### src/rtl/inst_fetch_queue.sv
// -----------------------------------------------------------------------------
// inst_fetch_queue
//
// Instruction fetch front end. A PC register walks instruction memory one word
// at a time over a req/ack handshake with variable latency. Fetched words are
// buffered in a DEPTH-entry FIFO together with their PC and handed to the
// decoder over a valid/ready handshake. A branch/jump redirect flushes the FIFO
// and restarts fetching at the new PC. If a redirect arrives while a request is
// still waiting for its ack, that request is allowed to finish on the bus (the
// address stays stable) and its data is thrown away.
//
// Optional build macro:
//   IFQ_BYPASS_EN - when the FIFO is empty, a word acked in REQ is shown to the
//                   decoder in the same cycle; if the decoder takes it, it is
//                   never written into the FIFO. Undefined: no combinational
//                   path from imem_* to valid_o/inst_o/pc_o.
//
// Parameters:
//   DEPTH     FIFO entries (power of two, >= 2)
//   RESET_PC  first fetch address after reset
//
// Ports:
//   clk_i          in   clock, rising edge
//   reset_i        in   asynchronous active-high reset
//   redirect_i     in   branch/jump taken: flush and refetch
//   redirect_pc_i  in   new fetch address (bits [1:0] ignored)
//   imem_req_o     out  fetch request
//   imem_addr_o    out  fetch address, stable while a request is outstanding
//   imem_ack_i     in   fetch complete, imem_rdata_i valid this cycle
//   imem_rdata_i   in   fetched instruction word
//   inst_o         out  head-entry instruction (0 when empty)
//   pc_o           out  head-entry PC (0 when empty)
//   return_pc_o    out  pc_o + 4 (0 when empty)
//   valid_o        out  head entry valid
//   ready_i        in   decoder accepts the head entry
//   count_o        out  FIFO occupancy
// -----------------------------------------------------------------------------
module inst_fetch_queue #(
    parameter int unsigned DEPTH    = 4,
    parameter logic [31:0] RESET_PC = 32'h0000_0000
) (
    input  logic                     clk_i,
    input  logic                     reset_i,
    input  logic                     redirect_i,
    input  logic [31:0]              redirect_pc_i,
    output logic                     imem_req_o,
    output logic [31:0]              imem_addr_o,
    input  logic                     imem_ack_i,
    input  logic [31:0]              imem_rdata_i,
    output logic [31:0]              inst_o,
    output logic [31:0]              pc_o,
    output logic [31:0]              return_pc_o,
    output logic                     valid_o,
    input  logic                     ready_i,
    output logic [$clog2(DEPTH):0]   count_o
);

    localparam int unsigned PW = $clog2(DEPTH);
    localparam int unsigned CW = PW + 1;
    localparam logic [CW-1:0] FULL_COUNT = CW'(DEPTH);

    if (DEPTH < 2 || (DEPTH & (DEPTH - 1)) != 0) begin : g_bad_depth
        $error("inst_fetch_queue: DEPTH must be a power of two and at least 2");
    end

    typedef enum logic [1:0] {
        ST_IDLE,
        ST_REQ,
        ST_DROP
    } state_e;

    typedef struct packed {
        logic [31:0] inst;
        logic [31:0] pc;
    } entry_t;

    state_e          r_state;
    state_e          w_state_next;
    logic [31:0]     r_fetch_pc;
    logic [31:0]     r_pend_pc;
    entry_t          r_mem [DEPTH];
    logic [PW-1:0]   r_rd_ptr;
    logic [PW-1:0]   r_wr_ptr;
    logic [CW-1:0]   r_count;
    logic [CW-1:0]   w_count_next;

    logic            w_empty;
    logic            w_ack_req;
    logic            w_bypass_valid;
    logic            w_bypass_take;
    logic            w_push;
    logic            w_pop;
    logic [31:0]     w_redirect_target;

    // Word-align the target; masking keeps every input bit in use.
    assign w_redirect_target = redirect_pc_i & 32'hFFFF_FFFC;

    assign w_empty   = (r_count == '0);
    // An ack is only meaningful in REQ; a redirect in the same cycle kills it.
    assign w_ack_req = (r_state == ST_REQ) && imem_ack_i && !redirect_i;

`ifdef IFQ_BYPASS_EN
    assign w_bypass_valid = w_empty && w_ack_req;
`else
    assign w_bypass_valid = 1'b0;
`endif
    assign w_bypass_take = w_bypass_valid && ready_i;

    assign w_push = w_ack_req && !w_bypass_take;
    // Only stored entries are popped; a bypassed word never enters the FIFO.
    assign w_pop  = !w_empty && ready_i && !redirect_i;

    always_comb begin
        w_count_next = r_count;
        if (redirect_i) begin
            w_count_next = '0;
        end else begin
            unique case ({w_push, w_pop})
                2'b10:   w_count_next = r_count + CW'(1);
                2'b01:   w_count_next = r_count - CW'(1);
                default: w_count_next = r_count;
            endcase
        end
    end

    // -------------------------------------------------------------------------
    // FSM: state register
    // -------------------------------------------------------------------------
    always_ff @(posedge clk_i or posedge reset_i) begin
        // NOTE: sequential state uses non-blocking assignments so every register
        // samples the pre-edge values regardless of block ordering.
        if (reset_i) begin
            r_state <= ST_IDLE;
        end else begin
            r_state <= w_state_next;
        end
    end

    // -------------------------------------------------------------------------
    // FSM: next-state logic
    // -------------------------------------------------------------------------
    always_comb begin
        // NOTE: default assignment first, so no path leaves the signal unassigned
        // and no latch is inferred.
        w_state_next = r_state;
        unique case (r_state)
            ST_IDLE: begin
                // A redirect flushes the FIFO, so there is always room after it.
                if (redirect_i || (r_count < FULL_COUNT)) begin
                    w_state_next = ST_REQ;
                end
            end
            ST_REQ: begin
                if (redirect_i) begin
                    // Without an ack the bus transaction is still open: drain it.
                    w_state_next = imem_ack_i ? ST_REQ : ST_DROP;
                end else if (imem_ack_i) begin
                    w_state_next = (w_count_next < FULL_COUNT) ? ST_REQ : ST_IDLE;
                end
            end
            ST_DROP: begin
                if (imem_ack_i) begin
                    w_state_next = ST_REQ;
                end
            end
            default: w_state_next = ST_IDLE;
        endcase
    end

    // -------------------------------------------------------------------------
    // FSM: outputs
    // -------------------------------------------------------------------------
    always_comb begin
        imem_req_o  = (r_state != ST_IDLE);
        imem_addr_o = r_fetch_pc;
    end

    // -------------------------------------------------------------------------
    // Fetch PC. While a stale request drains in DROP, the bus address must stay
    // put, so the redirect target waits in r_pend_pc until the ack.
    // -------------------------------------------------------------------------
    always_ff @(posedge clk_i or posedge reset_i) begin
        if (reset_i) begin
            r_fetch_pc <= RESET_PC;
            r_pend_pc  <= RESET_PC;
        end else if (redirect_i) begin
            if ((r_state != ST_IDLE) && !imem_ack_i) begin
                r_pend_pc <= w_redirect_target;
            end else begin
                r_fetch_pc <= w_redirect_target;
            end
        end else if (imem_ack_i) begin
            if (r_state == ST_REQ) begin
                r_fetch_pc <= r_fetch_pc + 32'd4;
            end else if (r_state == ST_DROP) begin
                r_fetch_pc <= r_pend_pc;
            end
        end
    end

    // -------------------------------------------------------------------------
    // FIFO pointers and occupancy. Pointers are PW bits wide, so they wrap
    // modulo DEPTH on their own; the counter disambiguates full from empty.
    // -------------------------------------------------------------------------
    always_ff @(posedge clk_i or posedge reset_i) begin
        if (reset_i) begin
            r_rd_ptr <= '0;
            r_wr_ptr <= '0;
            r_count  <= '0;
        end else begin
            r_count <= w_count_next;
            if (redirect_i) begin
                r_rd_ptr <= '0;
                r_wr_ptr <= '0;
            end else begin
                if (w_push) begin
                    r_wr_ptr <= r_wr_ptr + PW'(1);
                end
                if (w_pop) begin
                    r_rd_ptr <= r_rd_ptr + PW'(1);
                end
            end
        end
    end

    // NOTE: storage is not reset; the occupancy counter alone decides which
    // entries are live, and unreset arrays map onto plain RAM/flops.
    always_ff @(posedge clk_i) begin
        if (w_push) begin
            r_mem[r_wr_ptr] <= '{inst: imem_rdata_i, pc: r_fetch_pc};
        end
    end

    // -------------------------------------------------------------------------
    // Consumer side: head fields straight from the read pointer, zero when empty.
    // -------------------------------------------------------------------------
    always_comb begin
        valid_o = !w_empty;
        inst_o  = '0;
        pc_o    = '0;
        if (!w_empty) begin
            inst_o = r_mem[r_rd_ptr].inst;
            pc_o   = r_mem[r_rd_ptr].pc;
        end
        if (w_bypass_valid) begin
            valid_o = 1'b1;
            inst_o  = imem_rdata_i;
            pc_o    = r_fetch_pc;
        end
    end

    assign return_pc_o = valid_o ? (pc_o + 32'd4) : 32'd0;
    assign count_o     = r_count;

endmodule

### config.mk
export PLATFORM = sky130hd
export DESIGN_NAME = inst_fetch_queue
export DESIGN_NICKNAME = d
export VERILOG_FILES = /design/src/rtl/inst_fetch_queue.sv
export SDC_FILE = /design/constraint.sdc
export NUM_CORES = 1
export LEC_CHECK = 0
export BUFFER_PORTS_ARGS = -buffer_cell sky130_fd_sc_hd__buf_2
export CORE_UTILIZATION = 35
export DETAILED_ROUTE_END_ITERATION = 10
export SYNTH_ARGS = -nofsm -noshare
export SYNTH_HDL_FRONTEND = slang
export SYNTH_SLANG_ARGS = --single-unit
### constraint.sdc
create_clock -name clk_i -period 4.2 [get_ports clk_i]
set_input_delay 0.84 -clock clk_i [delete_from_list [all_inputs] [get_ports clk_i]]
set_output_delay 0.84 -clock clk_i [all_outputs]
set_load 0.005 [all_outputs]
* Word-level counts from Yosys, hierarchy flattened
Memories as Yosys holds them, arrays and structs flattened. Cells that the tools add are included.
Word-level totals: register bits 71, bits in latches 0, RAM bits 256, ROM bits 0, bits of input ports 69, output and inout bits 133, word-level logic and storage cells 65, memories 1
Operators by class: add/sub/neg operators 6, multiply operators 0, divide/modulo/power cells 0, $lt $le $gt $ge 2, eq/ne operators 8, shift operators 0, multiplexer cells 23, bitwise gates (word level) 0, reduce and logical (&&, ||, !) cells 19
Memory list:
- r_mem | words 4, width 64, rd ports 1, clocked after memory_dff 0, wr ports 1, line 81 | entry_t r_mem [DEPTH];
Operator list (number):
- $mux W32 | 8
- $add A32 B3 Y32 const B | 2
- $mux W2 | 9
- $reduce_bool A2 Y1 | 4
- $lt A3 B3 Y1 const B | 2
- $ne A2 B2 Y1 const B | 3
- $pmux W2 S3 | 1
- $pmux W3 S2 | 1
- $reduce_and A3 Y1 | 2
- $logic_and A1 B1 Y1 | 5
- $add A2 B1 Y2 const B | 2
- $eq A2 B1 Y1 const B | 2
- $eq A2 B2 Y1 const B | 2
- $add A3 B1 Y3 const B | 1
- $logic_not A1 Y1 | 3
- $logic_not A3 Y1 | 1
- $mux W1 | 3
- $mux W3 | 1
- $ne A3 B3 Y1 const B | 1
- $reduce_bool A3 Y1 | 1
- $sub A3 B1 Y3 const B | 1
- $logic_not A2 Y1 | 1
- $reduce_and A2 Y1 | 1
- $logic_or A1 B1 Y1 | 1

* Longest topological paths before layout
depth in word-level cells 12, mapped depth 16, mapped depth without buffers 14

* Worst setup path before layout
Ideal clock, no wire load.
kind input port to flip-flop, from input imem_ack_i, to memory r_mem[3][10] (netlist bit), enable pin, library setup time 0.427 ns, arrival time 3.335 ns, data required time 3.773 ns, slack 0.438 ns, stages 4, path buffers 1, cell sequence o21ai_0 a221oi_1 clkbuf_1 and3_1
On the way: longest elaborated chain between the ends 4
RTL lines:
- start: declaration | line 48 | input logic imem_ack_i,
- $logic_and A1 B1 Y1 (2 in a row) | line 100 | assign w_ack_req = (r_state == ST_REQ) && imem_ack_i && !redirect_i;
- $mux W1 | line 229 | if (w_push) begin
- $mux W1 (not written as such) | line 230 | r_mem[r_wr_ptr] <= '{inst: imem_rdata_i, pc: r_fetch_pc};
- end: declaration | line 81
No other way between the ends.

* Worst setup path after layout
from register r_rd_ptr[0], to output return_pc_o[31]
On the way: longest elaborated chain between the ends 4
RTL lines:
- start: declaration | line 82 | logic [PW-1:0] r_rd_ptr;
- start signal: assignment | line 220 | r_rd_ptr <= r_rd_ptr + PW'(1);
- $mem_v2 Z4 W64
- $mux W32 | line 241 | if (!w_empty) begin
- $add A32 B3 Y32 | line 252 | assign return_pc_o = valid_o ? (pc_o + 32'd4) : 32'd0;
- $mux W32 | line 252
- end: declaration | line 52 | output logic [31:0] return_pc_o,
No other way between the ends.

==> reports/qor.txt <==
Fin crit period - 4.022 ns
Max Clock Skew - 0.01382 ns
1st-iter DRT viols - 523
Max_cap viols - 0
DR DRC count - 0
Die area - 41330 um2
Clk pin slew, worst setup/hold paths - 0.06 ns
R2r setup slk - 0.95 ns
Relative slew slack - 0.4168
Worst Max-Slew Pin Slew - 0.8735 ns
Slowest CP cell - mux4_1
Die Ht - 203.3 um
Seq cells post-synth - 317
Post-route setup TNS - 0 ns
Most frequent cells in the layout - 248 x edfxtp_1, 193 x buf_2, 76 x nor2_1
CTS root buf - clkbuf_16
F_max - 248.6 MHz
PD cells - 495.8 nW/um2
I/O Buffers - 193
Synth cell types - 57
Post-Synthesis Cells - 975
Total track usage - 0.1733
Final setup viols - 0
Via density per instance - 5.148
CTS sink cnt - 317
Core footprint - 39820 um2
Num rows - 73
CTS Buf Count - 36
Worst-case reg-to-reg path depth - 14
CTS HTree Levels - 2
GPL Wtd Cong - 0.7888
Final Util - 0.4330
First-pass GRT wire length - 54230 um
Setup CP Type - flop to primary output
Drt first pass iters - 5
Final hold vios - 0
Critical Path AT - 3.18 ns
Hold_buf cts - 0
Critical Path RT - 3.36 ns
Total number of vias - 8937
Syn Std Cell Area - 14180 um2
ANT nets after route - 0
Leakage - 0.006383 uW
Starting density of the core - 0.3561
IO Pins - 202
Reg-to-reg endpoint - r_state[0]$_DFFE_PP0P_
Syn avg cell area - 14.55 um2
NumNets Final - 1263
CP peak stage delay - 0.68 ns
GRT overflow - 0
Register area share after synthesis - 0.6468
WL final - 35310 um
Startpoint Class - flop
Asr flop ratio synth - 0.2177
Ratio of cells with drive above 1 in the final layout - 0.3306
Detailed placer's ending HPWL - 24170 um
Critical Path Fanout Max - 18
Clock Path Buffers - 3
Main synth FF type - edfxtp_1
Largest net degree at the start of global routing - 65
CTS tree - yes
Insertion delay to the later sink of the worst-skew pair - 0.51 ns
Routed WL per cell - 20.34 um
Synth warn - 0
RSZ-0062 raised after global routing - false
Vias in the first global route - 8902
Critical path capture point type - primary output
Post-synth EDFFs - 248
Initial antenna violation count - 0
VDD IR-drop max - 0.3153 mV
Status - finished clean
Fin. max-slew vios - 0
Die W - 203.3 um
Area growth syn-to-layout - 21.57%
Commonest non-fill, non-tap cell in the layout - edfxtp_1
Min-delay worst type - primary input to async pin
Crit share post-route - 0.9576
CP cell instances - mux4_1 -> and3_1 -> and3_2 -> and4_4 -> nand3_1 -> mux2_1 -> buf_2
Reg-to-Reg Start - count_o[1]$_DFFE_PP0P_
worst max-delay path, delay by kind of cell (launching register included):
kind / cells / cell delay (ns)
buf+inv: 1 / 0.15
simple gates: 4 / 0.88
mux: 2 / 1.01
flops: 1 / 0.62
report_power, final:
| group | switching, uW | internal [uW] | total (uW) |
|---|---|---|---|
| clock | 1240 | 2240 | 3490 |
| sequential | 369 | 3750 | 4120 |
| combinational | 516 | 427 | 942 |
| total | 2130 | 6420 | 8550 |
synthesized netlist by cell type (all sizes together) (5+ instances only):
master / instances / area [um2]
nand4: 16 / 106.4
a21oi: 43 / 215.2
a211oi: 13 / 97.59
nor4: 9 / 62.56
mux2: 36 / 405.4
xnor2: 13 / 113.9
and2: 63 / 394.1
nand2: 66 / 247.7
clkbuf: 39 / 146.4
nor2: 76 / 285.3
edfxtp: 248 / 7447
inv: 16 / 60.06
a211o: 5 / 43.79
xor2: 27 / 236.5
o21ai: 36 / 180.2
mux4: 64 / 1449
and3: 13 / 81.33
buf: 23 / 156.4
nand3: 29 / 150.1
dfrtp: 69 / 1727
ha: 10 / 125.1
nor3: 14 / 75.07
nand2b: 6 / 37.54
stage by stage:
step	total power (uW)	instances	area (um2)	setup slack (ns)	hold slack [ns]
5_1_grt	8913	1735	17240	0.02973	0.5236
3_5_place_dp	5138	1666	15870	0.4671	0.4965
2_1_floorplan	4634	980	14200	0.4381	0.4806
6_report	8548	1736	17240	0.1780	0.5077
3_3_place_gp	5105	1666	15870	0.4702	0.4894
4_1_cts	8656	1731	17210	0.01935	0.5097
logic make-up after synthesis:
kind of cell / synth area share
compound gates: 0.05196
xor+xnor: 0.02470
fa+ha+maj: 0.008822
buf+inv: 0.02558
flops: 0.6468
mux: 0.1307
other cells: 0.0002644
simple gates: 0.1111
per-layer routing:
metal  share of wire  global-route usage
met5               0                   0
met1            0.45              0.2446
met4           0.018             0.04431
met3           0.074             0.03867
met2            0.46              0.2702
area by class of cell:
type	count	area, um2
diodes	1	2.502
clock buffers	41	950.9
clock inverters	23	376.6
fillers	3685	22580
inverters	16	60.06
multi-input cells	585	4681
flip-flops and latches	317	9181
well taps	525	656.9
repair buffers	228	1333
how the worst max path moves through the flow:
stage,start,endpoint,slack (ns),depth (start not counted)
after floorplan,imem_ack_i,r_mem[3][10]$_DFFE_PP_,0.44,4
after global placement,r_rd_ptr[0]$_DFFE_PP0P_,return_pc_o[20],0.47,6
after detailed placement,r_rd_ptr[0]$_DFFE_PP0P_,return_pc_o[20],0.47,6
after CTS,r_rd_ptr[0]$_DFFE_PP0P_,return_pc_o[31],0.02,7
after global routing,r_rd_ptr[0]$_DFFE_PP0P_,return_pc_o[31],0.03,7
final,r_rd_ptr[0]$_DFFE_PP0P_,return_pc_o[31],0.18,7
what timing repair did:
| item | in CTS | in global routing |
|---|---|---|
| resized for setup | 1 | 3 |
| endpoints found under the setup margin | 5 | 7 |
| pin swaps | 1 | 0 |
| buffers inserted | 1 | 4 |
state kept, by name (all words and copies together) (netlist names):
name,count
r_mem,248
count_o,3
r_pend_pc,30
imem_addr_o,30
r_wr_ptr,2
r_state,2
r_rd_ptr,2
(Power assumes the default switching activity.)
